**src/rtl/dsm_modulator.sv**
```systemverilog
// First-order error-feedback delta-sigma modulator: unsigned PCM samples in over
// valid/ready, one OUT_W-bit code per output tick, each sample held for OSR ticks.
module dsm_modulator #(
    parameter int DATA_W  = 16,
    parameter int OUT_W   = 4,
    parameter int CLK_DIV = 4,
    parameter int OSR     = 8
) (
    input  logic              clk,
    input  logic              reset,
    input  logic              enable,
    input  logic [DATA_W-1:0] pcm_in,
    input  logic              pcm_valid,
    output logic              pcm_ready,
    output logic [OUT_W-1:0]  dsm_out,
    output logic              dsm_strobe,
    output logic              underrun,
    output logic              saturated
);

    localparam int LSB_W = DATA_W - OUT_W;
    localparam int DIV_W = (CLK_DIV > 1) ? $clog2(CLK_DIV) : 1;
    localparam int OSR_W = (OSR > 1) ? $clog2(OSR) : 1;
    localparam logic [DATA_W-1:0] XMAX     = {{OUT_W{1'b1}}, {LSB_W{1'b0}}};
    localparam logic [DIV_W-1:0]  DIV_LAST = DIV_W'(CLK_DIV - 1);
    localparam logic [OSR_W-1:0]  OSR_LAST = OSR_W'(OSR - 1);

    typedef enum logic [0:0] {
        IDLE = 1'b0,
        RUN  = 1'b1
    } state_t;

    // Largest sample the quantiser can represent without overflowing the code.
    function automatic logic [DATA_W-1:0] clamp_sample(input logic [DATA_W-1:0] x);
        logic [DATA_W-1:0] r;
        if (x > XMAX) begin
            r = XMAX;
        end else begin
            r = x;
        end
        return r;
    endfunction

    function automatic logic is_clamped(input logic [DATA_W-1:0] x);
        return (x > XMAX);
    endfunction

    state_t            state_r, state_s;
    logic [DATA_W-1:0] next_r, next_s;
    logic              next_full_r, next_full_s;
    logic [DATA_W-1:0] cur_r, cur_s;
    logic [DATA_W-1:0] acc_r, acc_s;
    logic [DIV_W-1:0]  div_r, div_s;
    logic [OSR_W-1:0]  osr_r, osr_s;
    logic [OUT_W-1:0]  dout_s;
    logic              strobe_s;
    logic              underrun_s;
    logic              sat_s;
    logic              xfer_s;
    logic              load_s;
    logic [DATA_W-1:0] sum_s;
    logic [OUT_W-1:0]  q_s;

    assign pcm_ready = !next_full_r && !reset;
    assign xfer_s    = pcm_valid && pcm_ready;
    assign sum_s     = acc_r + cur_r;
    assign q_s       = sum_s[DATA_W-1:LSB_W];

    // Next-state logic: tick divider, quantiser, sample sequencing and look-ahead slot.
    always_comb begin
        state_s    = state_r;
        next_s     = next_r;
        next_full_s = next_full_r;
        cur_s      = cur_r;
        acc_s      = acc_r;
        div_s      = div_r;
        osr_s      = osr_r;
        dout_s     = dsm_out;
        strobe_s   = 1'b0;
        underrun_s = 1'b0;
        sat_s      = saturated;
        load_s     = 1'b0;

        case (state_r)
            IDLE: begin
                if (next_full_r) begin
                    load_s  = 1'b1;
                    acc_s   = {DATA_W{1'b0}};
                    div_s   = {DIV_W{1'b0}};
                    osr_s   = {OSR_W{1'b0}};
                    state_s = RUN;
                end else begin
                    state_s = IDLE;
                end
            end
            RUN: begin
                if (enable) begin
                    if (div_r == DIV_LAST) begin
                        div_s    = {DIV_W{1'b0}};
                        // Residual below one code step is fed back into the next tick.
                        acc_s    = sum_s - {q_s, {LSB_W{1'b0}}};
                        dout_s   = q_s;
                        strobe_s = 1'b1;
                        if (osr_r == OSR_LAST) begin
                            osr_s = {OSR_W{1'b0}};
                            if (next_full_r) begin
                                load_s = 1'b1;
                            end else begin
                                underrun_s = 1'b1;
                            end
                        end else begin
                            osr_s = osr_r + OSR_W'(1);
                        end
                    end else begin
                        div_s = div_r + DIV_W'(1);
                    end
                end else begin
                    div_s = div_r;
                end
            end
            default: begin
                state_s = IDLE;
            end
        endcase

        if (load_s) begin
            cur_s = clamp_sample(next_r);
            sat_s = is_clamped(next_r);
        end else begin
            cur_s = cur_s;
        end

        // A handshake in the load cycle refills the slot, so no sample is dropped.
        if (xfer_s) begin
            next_s      = pcm_in;
            next_full_s = 1'b1;
        end else if (load_s) begin
            next_full_s = 1'b0;
        end else begin
            next_full_s = next_full_r;
        end
    end

    // State and output registers with synchronous reset.
    always_ff @(posedge clk) begin
        if (reset) begin
            state_r     <= IDLE;
            next_r      <= {DATA_W{1'b0}};
            next_full_r <= 1'b0;
            cur_r       <= {DATA_W{1'b0}};
            acc_r       <= {DATA_W{1'b0}};
            div_r       <= {DIV_W{1'b0}};
            osr_r       <= {OSR_W{1'b0}};
            dsm_out     <= {OUT_W{1'b0}};
            dsm_strobe  <= 1'b0;
            underrun    <= 1'b0;
            saturated   <= 1'b0;
        end else begin
            state_r     <= state_s;
            next_r      <= next_s;
            next_full_r <= next_full_s;
            cur_r       <= cur_s;
            acc_r       <= acc_s;
            div_r       <= div_s;
            osr_r       <= osr_s;
            dsm_out     <= dout_s;
            dsm_strobe  <= strobe_s;
            underrun    <= underrun_s;
            saturated   <= sat_s;
        end
    end

endmodule

```
**config.mk**
```make
export PLATFORM = sky130hd
export DESIGN_NAME = dsm_modulator
export DESIGN_NICKNAME = d
export VERILOG_FILES = /design/src/rtl/dsm_modulator.sv
export SDC_FILE = /design/constraint.sdc
export NUM_CORES = 1
export LEC_CHECK = 0
export ABC_CLOCK_PERIOD_IN_PS = 2770
export BUFFER_PORTS_ARGS = -buffer_cell sky130_fd_sc_hd__buf_2
export CAP_MARGIN = 25
export CORE_ASPECT_RATIO = 0.75
export CORE_UTILIZATION = 50
export DETAILED_ROUTE_END_ITERATION = 6
export PLACE_DENSITY = 0.66
export SLEW_MARGIN = 25
export SYNTH_ARGS = -nofsm -noshare
export SYNTH_HDL_FRONTEND = slang
export SYNTH_SLANG_ARGS = --single-unit
```
**constraint.sdc**
```tcl
create_clock -name clk -period 2.77 [get_ports clk]
set_input_delay 0.1385 -clock clk [delete_from_list [all_inputs] [get_ports clk]]
set_output_delay 0.1385 -clock clk [all_outputs]
set_load 0.01 [all_outputs]
```
; ---- Word-level counts from Yosys, hierarchy flattened
; Index checks and enable logic that the tools add are counted.
[classes]
addsub = 4
n_lt_le_gt_ge = 1
n_eq_ne = 5
muxes = 24
bitwise_logic = 4
reduce_logical = 10
[op_table]
columns = op, n
row1 = two-way mux 16 bit, 4
row2 = one-hot mux 16 bit (2 select lines), 1
row3 = adder 16 bit, 1
row4 = "greater-than comparator 16 bit, second input constant", 1
row5 = subtractor 16 bit, 1
row6 = two-way mux 3 bit, 4
row7 = two-way mux 1 bit, 9
row8 = two-way mux 2 bit, 3
row9 = one-hot mux 3 bit (2 select lines), 1
row10 = AND reduction 3 bit, 2
row11 = OR reduction 5 bit, 1
row12 = "!= test 2 bit, second input constant", 2
row13 = inverter 1 bit, 4
row14 = one-hot mux 2 bit (2 select lines), 1
row15 = "adder 3 x 1 -> 3 bit, second input constant", 1
row16 = "equality test 3 bit, second input constant", 1
row17 = OR reduction 3 bit, 1
row18 = "adder 2 x 1 -> 2 bit, second input constant", 1
row19 = "equality test 2 bit, second input constant", 1
row20 = logical AND 1 bit, 2
row21 = zero test 1 bit, 2
row22 = "!= test 2 x 1 -> 1 bit, second input constant", 1
row23 = one-hot mux 1 bit (2 select lines), 1
row24 = AND reduction 2 bit, 1
row25 = nonzero test 2 bit, 1
[word_totals]
ff_bits = 62
inputBits = 20
out_inout_bits = 8

; ---- Logic depth before layout (Yosys ltp)
[logic_depth]
depth_word = 7
mapped_depth = 9
depth_no_buf = 9

; ---- Worst setup path before layout
; OpenSTA, ideal clock, no wires.
[synth_timing]
kind = reg2reg
start = register cur_r[0]
end = register acc_r[8]
arrival_time_ns = 1.879
required_ns = 2.653
slack_ns = 0.774
stages_incl_launch_ff = 10
path_buffers = 0
path_cell_list = dfxtp_1 > ha_1 > inv_1 > fa_1 > nor2b_4 > o211ai_2 > a21boi_1 > o311a_1 > or3_1 > a32o_1
[synth_between]
elab_chain_len = 5
[synth_rtl]
columns = element, line
row1 = "start, declared", 51  ; logic [DATA_W-1:0] cur_r, cur_s;
row2 = "start signal, assigned", 150  ; cur_r <= {DATA_W{1'b0}};
row3 = "start signal, assigned", 162  ; cur_r <= cur_s;
row4 = adder 16 bit, 66  ; assign sum_s = acc_r + cur_r;
row5 = subtractor 16 bit, 101  ; acc_s = sum_s - {q_s, {LSB_W{1'b0}}};
row6 = two-way mux 16 bit, 98  ; if (div_r == DIV_LAST) begin
row7 = two-way mux 16 bit, 97  ; if (enable) begin
row8 = one-hot mux 16 bit (2 select lines), 84  ; case (state_r)
row9 = "end signal, assigned", 151  ; acc_r <= {DATA_W{1'b0}};
row10 = "end signal, assigned", 163  ; acc_r <= acc_s;
row11 = "end, declared", 52  ; logic [DATA_W-1:0] acc_r, acc_s;
; Every way passes these cells. The select of a mux whose other input is x is not followed.
; A chain may end at the register's enable or synchronous reset.

; ---- Worst setup path in the final report
[layout_timing]
start = register cur_r[0]
end = register dsm_out[2]
[layout_between]
elab_chain_len = 1
[layout_rtl]
columns = element, line
row1 = adder 16 bit, 66
row2 = "end signal, assigned", 154  ; dsm_out <= {OUT_W{1'b0}};
row3 = "end signal, assigned", 166  ; dsm_out <= dout_s;
row4 = "end, declared", 15  ; output logic [OUT_W-1:0] dsm_out,
; Every way passes these cells.

==> parameters.txt <==
Parameter                              Value

STA
  Fin. Hold Viols ... 0
  Clock Skew ... between 8 and 9 ps
  Setup repair after global routing missed its margin ... no
  Max-slew headroom ... 50.0%
  Final critical-path share of the clock period ... 79.5%
  Setup_tns ... 0 ps
  Pins over their slew limit ... 0
  Slew at the pin with the worst max-slew slack ... 747 ps
  Post-route minimum period ... between 2000 and 2500 ps
  Highest attainable clock frequency ... 454 MHz
  Total of endpoints with negative setup slack in the final report ... 0

Worst setup path
  Start point of the critical path ... cur_r[0]
  Worst reg2reg path startpoint ... cur_r[0]
  Largest driver fanout on the critical path ... 3
  Crit Path Category ... reg2reg
  Data arrival time of the worst path ... 2420 ps
  Worst reg2reg setup slack ... 570 ps
  Critical Path Source Type ... flop
  Category of the worst setup path capture point ... flop
  Crit path required time ... 2990 ps

Finish
  Filler Cells Inserted ... ~460
  Antenna diode count ... 0
  Final-stage net count ... 380
  Util after Layout ... 61.0%
  Post-route cell area ... between 3000 and 4000 µm²
  Layout cells sized above 1 ... between 10% and 20%
  Synthesis-to-layout area growth ... 17.9%

Hold path
  Worst min-delay path class ... in2reg
  Hold_sp ... pcm_in[3]

Global route
  Sum of overflow across all layers after global routing ... 0
  Largest net degree at the start of global routing ... 33
  First-pass GRT wire length ... between 9000 and 10000 µm
  Number of antenna violations at the first check in global routing ... 0
  Total track usage ... between 20 and 25%
  Vias in the first global route ... 2017

Status
  Run status ... finished, final reports clean

Yosys
  Commonest cells in the netlist ... dfxtp_1 (58), nand2_1 (30), nor2_1 (28)
  Gate count of the mapped netlist ... approximately 300
  Biggest area contributors in the synthesized netlist ... dfxtp_1 (42%), ha_1 (6.8%), o21ai_0 (4.9%)
  EDFF count, synth ... 0
  Area share of the largest cell type after synthesis ... around 42%
  Post-synthesis average cell area ... about 9 µm²
  Syn_nets ... between 300 and 400
  Post-synthesis cell type count ... 54
  Count leader, synth ... dfxtp_1
  YS warnings ... 0
  Sequential share of the synthesized area ... 42.1%
  Leading area contributor after synthesis ... dfxtp_1
  Top flip-flop cell by instance count after synthesis ... dfxtp_1
  Summed instance area of the synthesized netlist ... ~2800 µm²
  Share of async-settable or async-resettable flops after synthesis ... 0%
  Number of synthesized register bits ... 58

Clock tree
  Clk slew on worst S/H paths ... around 70 ps
  Setup fix buffers added after clock tree synthesis ... 0
  TritonCTS clock tree ... built
  Htree depth ... 3
  Cell at the root of the clock tree ... clkbuf_8
  TritonCTS Buffers ... 9
  Source-to-sink clock delay at the later pin of the worst-skew pair ... 340 ps
  Number of sinks on the clock net ... 58
  Maximum clock path buffer count ... 2

Floorplanning
  Starting density of the core ... approximately 52%
  Die height ... about 66 µm
  Die Outline Area ... around 5800 µm²
  Number of rows created at floorplan ... 23
  Floorplan core area ... between 5000 and 6000 µm²
  Floorplan die width ... around 88 µm
  Num ports ... 28

Power and ir drop
  Lkg Pwr ... between 1 and 1.5 nW
  Max IR drop VDD ... 0.322 mV
  Design Power ... approximately 1.8 mW
  Pwr per Cell Area ... approximately 550 nW/µm²

Drt
  Number of detailed-routing iterations run before antenna repair ... 4
  DRC ... 0
  Drt wl/cell ... ~14 µm
  Post-route antenna net violation count ... 0
  Final WL ... between 5000 and 6000 µm
  Detailed-route via count ... 2259
  Vias per cell ... between 5 and 6
  Number of violations reported at the end of detailed-routing iteration 0 ... ~120

Place
  Instance area after placement ... approximately 2900 µm²
  Count of input and output buffers ... 27
  Half-perimeter wire length of the detailed placement result ... between 4000 and 5000 µm
  Weighted congestion at the end of routability-driven global placement ... ~0.82

Job
  Maxcap violations ... 0
[critical path, stage by stage, from the launching register on]
cell	delay, ps
dfxtp_1	350
ha_1	170
inv_1	50
fa_1	430
nor2b_4	150
o211ai_2	100
a31oi_1	270
o22ai_1	190
a311o_1	370
[layer usage]
layer | track usage, % | vias to the layer above | wire length [µm]
li1 | - | 1161 | -
met1 | 31.0 | 1017 | 3050
met2 | 31.1 | 68 | 2310
met3 | 9.86 | 13 | 351
met4 | 7.79 | 0 | 121
met5 | 0 | - | 0
[metrics by stage]
stage                     setup slack [ps]  std cells  hold WS, ps
after floorplan                        774        304          247
after global placement                 674        395          330
after detailed placement               622        395          337
after CTS                              603        422         2.65
after global routing                   419        422         19.4
final                                  568        422         20.1
[cell usage in the layout (no fill, tap or decap), drive strengths merged, types with 2 or more instances in the layout]
cell         instances
xor2                 4
xnor2                6
o21a                 2
buf                 30
nand2b              21
and2                 2
a31oi                5
a22o                12
ha                  15
o22ai                2
mux2i                6
inv                  6
nand2               31
a21o                 3
clkinv               2
clkbuf              11
nor4                 4
dfxtp               58
or3                  2
o21ai               28
nand3                6
a21boi               2
nand4                2
a22oi                7
and3                 4
a21oi               13
nor2                28
dlygate4sd3         13
nor2b                3
[kinds of logic (layout without fill, tap and decap cells)]
kind of cell	after synthesis	after routing	synth area share (%)
and+or+nand+nor	110	110	20.2
AOI/OAI and AO/OA	84	84	21.1
DFF	58	58	42.1
buffers and inverters	20	63	3.72
adders and majority gates	16	16	7.54
xor gates and xnor gates	10	10	3.18
muxes	6	6	2.18
[sequential cells by signal (all words and copies together), names as in the netlist]
name and flops:
acc_r 12, cur_r 16, div_r 2, dsm_out 4, dsm_strobe 1, next_full_r 1
next_r 16, osr_r 3, saturated 1, state_r 1, underrun 1
[power breakdown]
part	switching (mW)	internal, mW	total (mW)
clock	0.324	0.451	0.775
sequential	0.0260	0.861	0.887
combinational	0.0613	0.0591	0.120
total	0.411	1.37	1.78
[worst paths after layout]
| kind | endpoint | depth (start not counted) |
|---|---|---|
| setup / recovery | dsm_out[2] | 8 |
| setup reg to reg | dsm_out[2] | 8 |
| hold reg to reg | acc_r[7] | 2 |
| hold / removal | next_r[3] | 3 |
[cell type report]
| class | instances | area [µm²] | share of cell area (%) |
|---|---|---|---|
| repair buffers | 43 | 288 | 8.86 |
| well taps | 75 | 93.8 | 2.89 |
| flip-flops and latches | 58 | 1160 | 35.7 |
| multi-input cells | 226 | 1490 | 45.9 |
| clock inverters | 3 | 40.0 | 1.23 |
| inverters | 6 | 22.5 | 0.693 |
| clock buffers | 11 | 151 | 4.66 |
[what timing repair did]
item / in CTS / in global routing
hold buffers: 13 / 0
resized for setup: 0 / 0
endpoints found under the hold margin: 13 / 0
No activity file was read; power rests on OpenSTA's default activity.
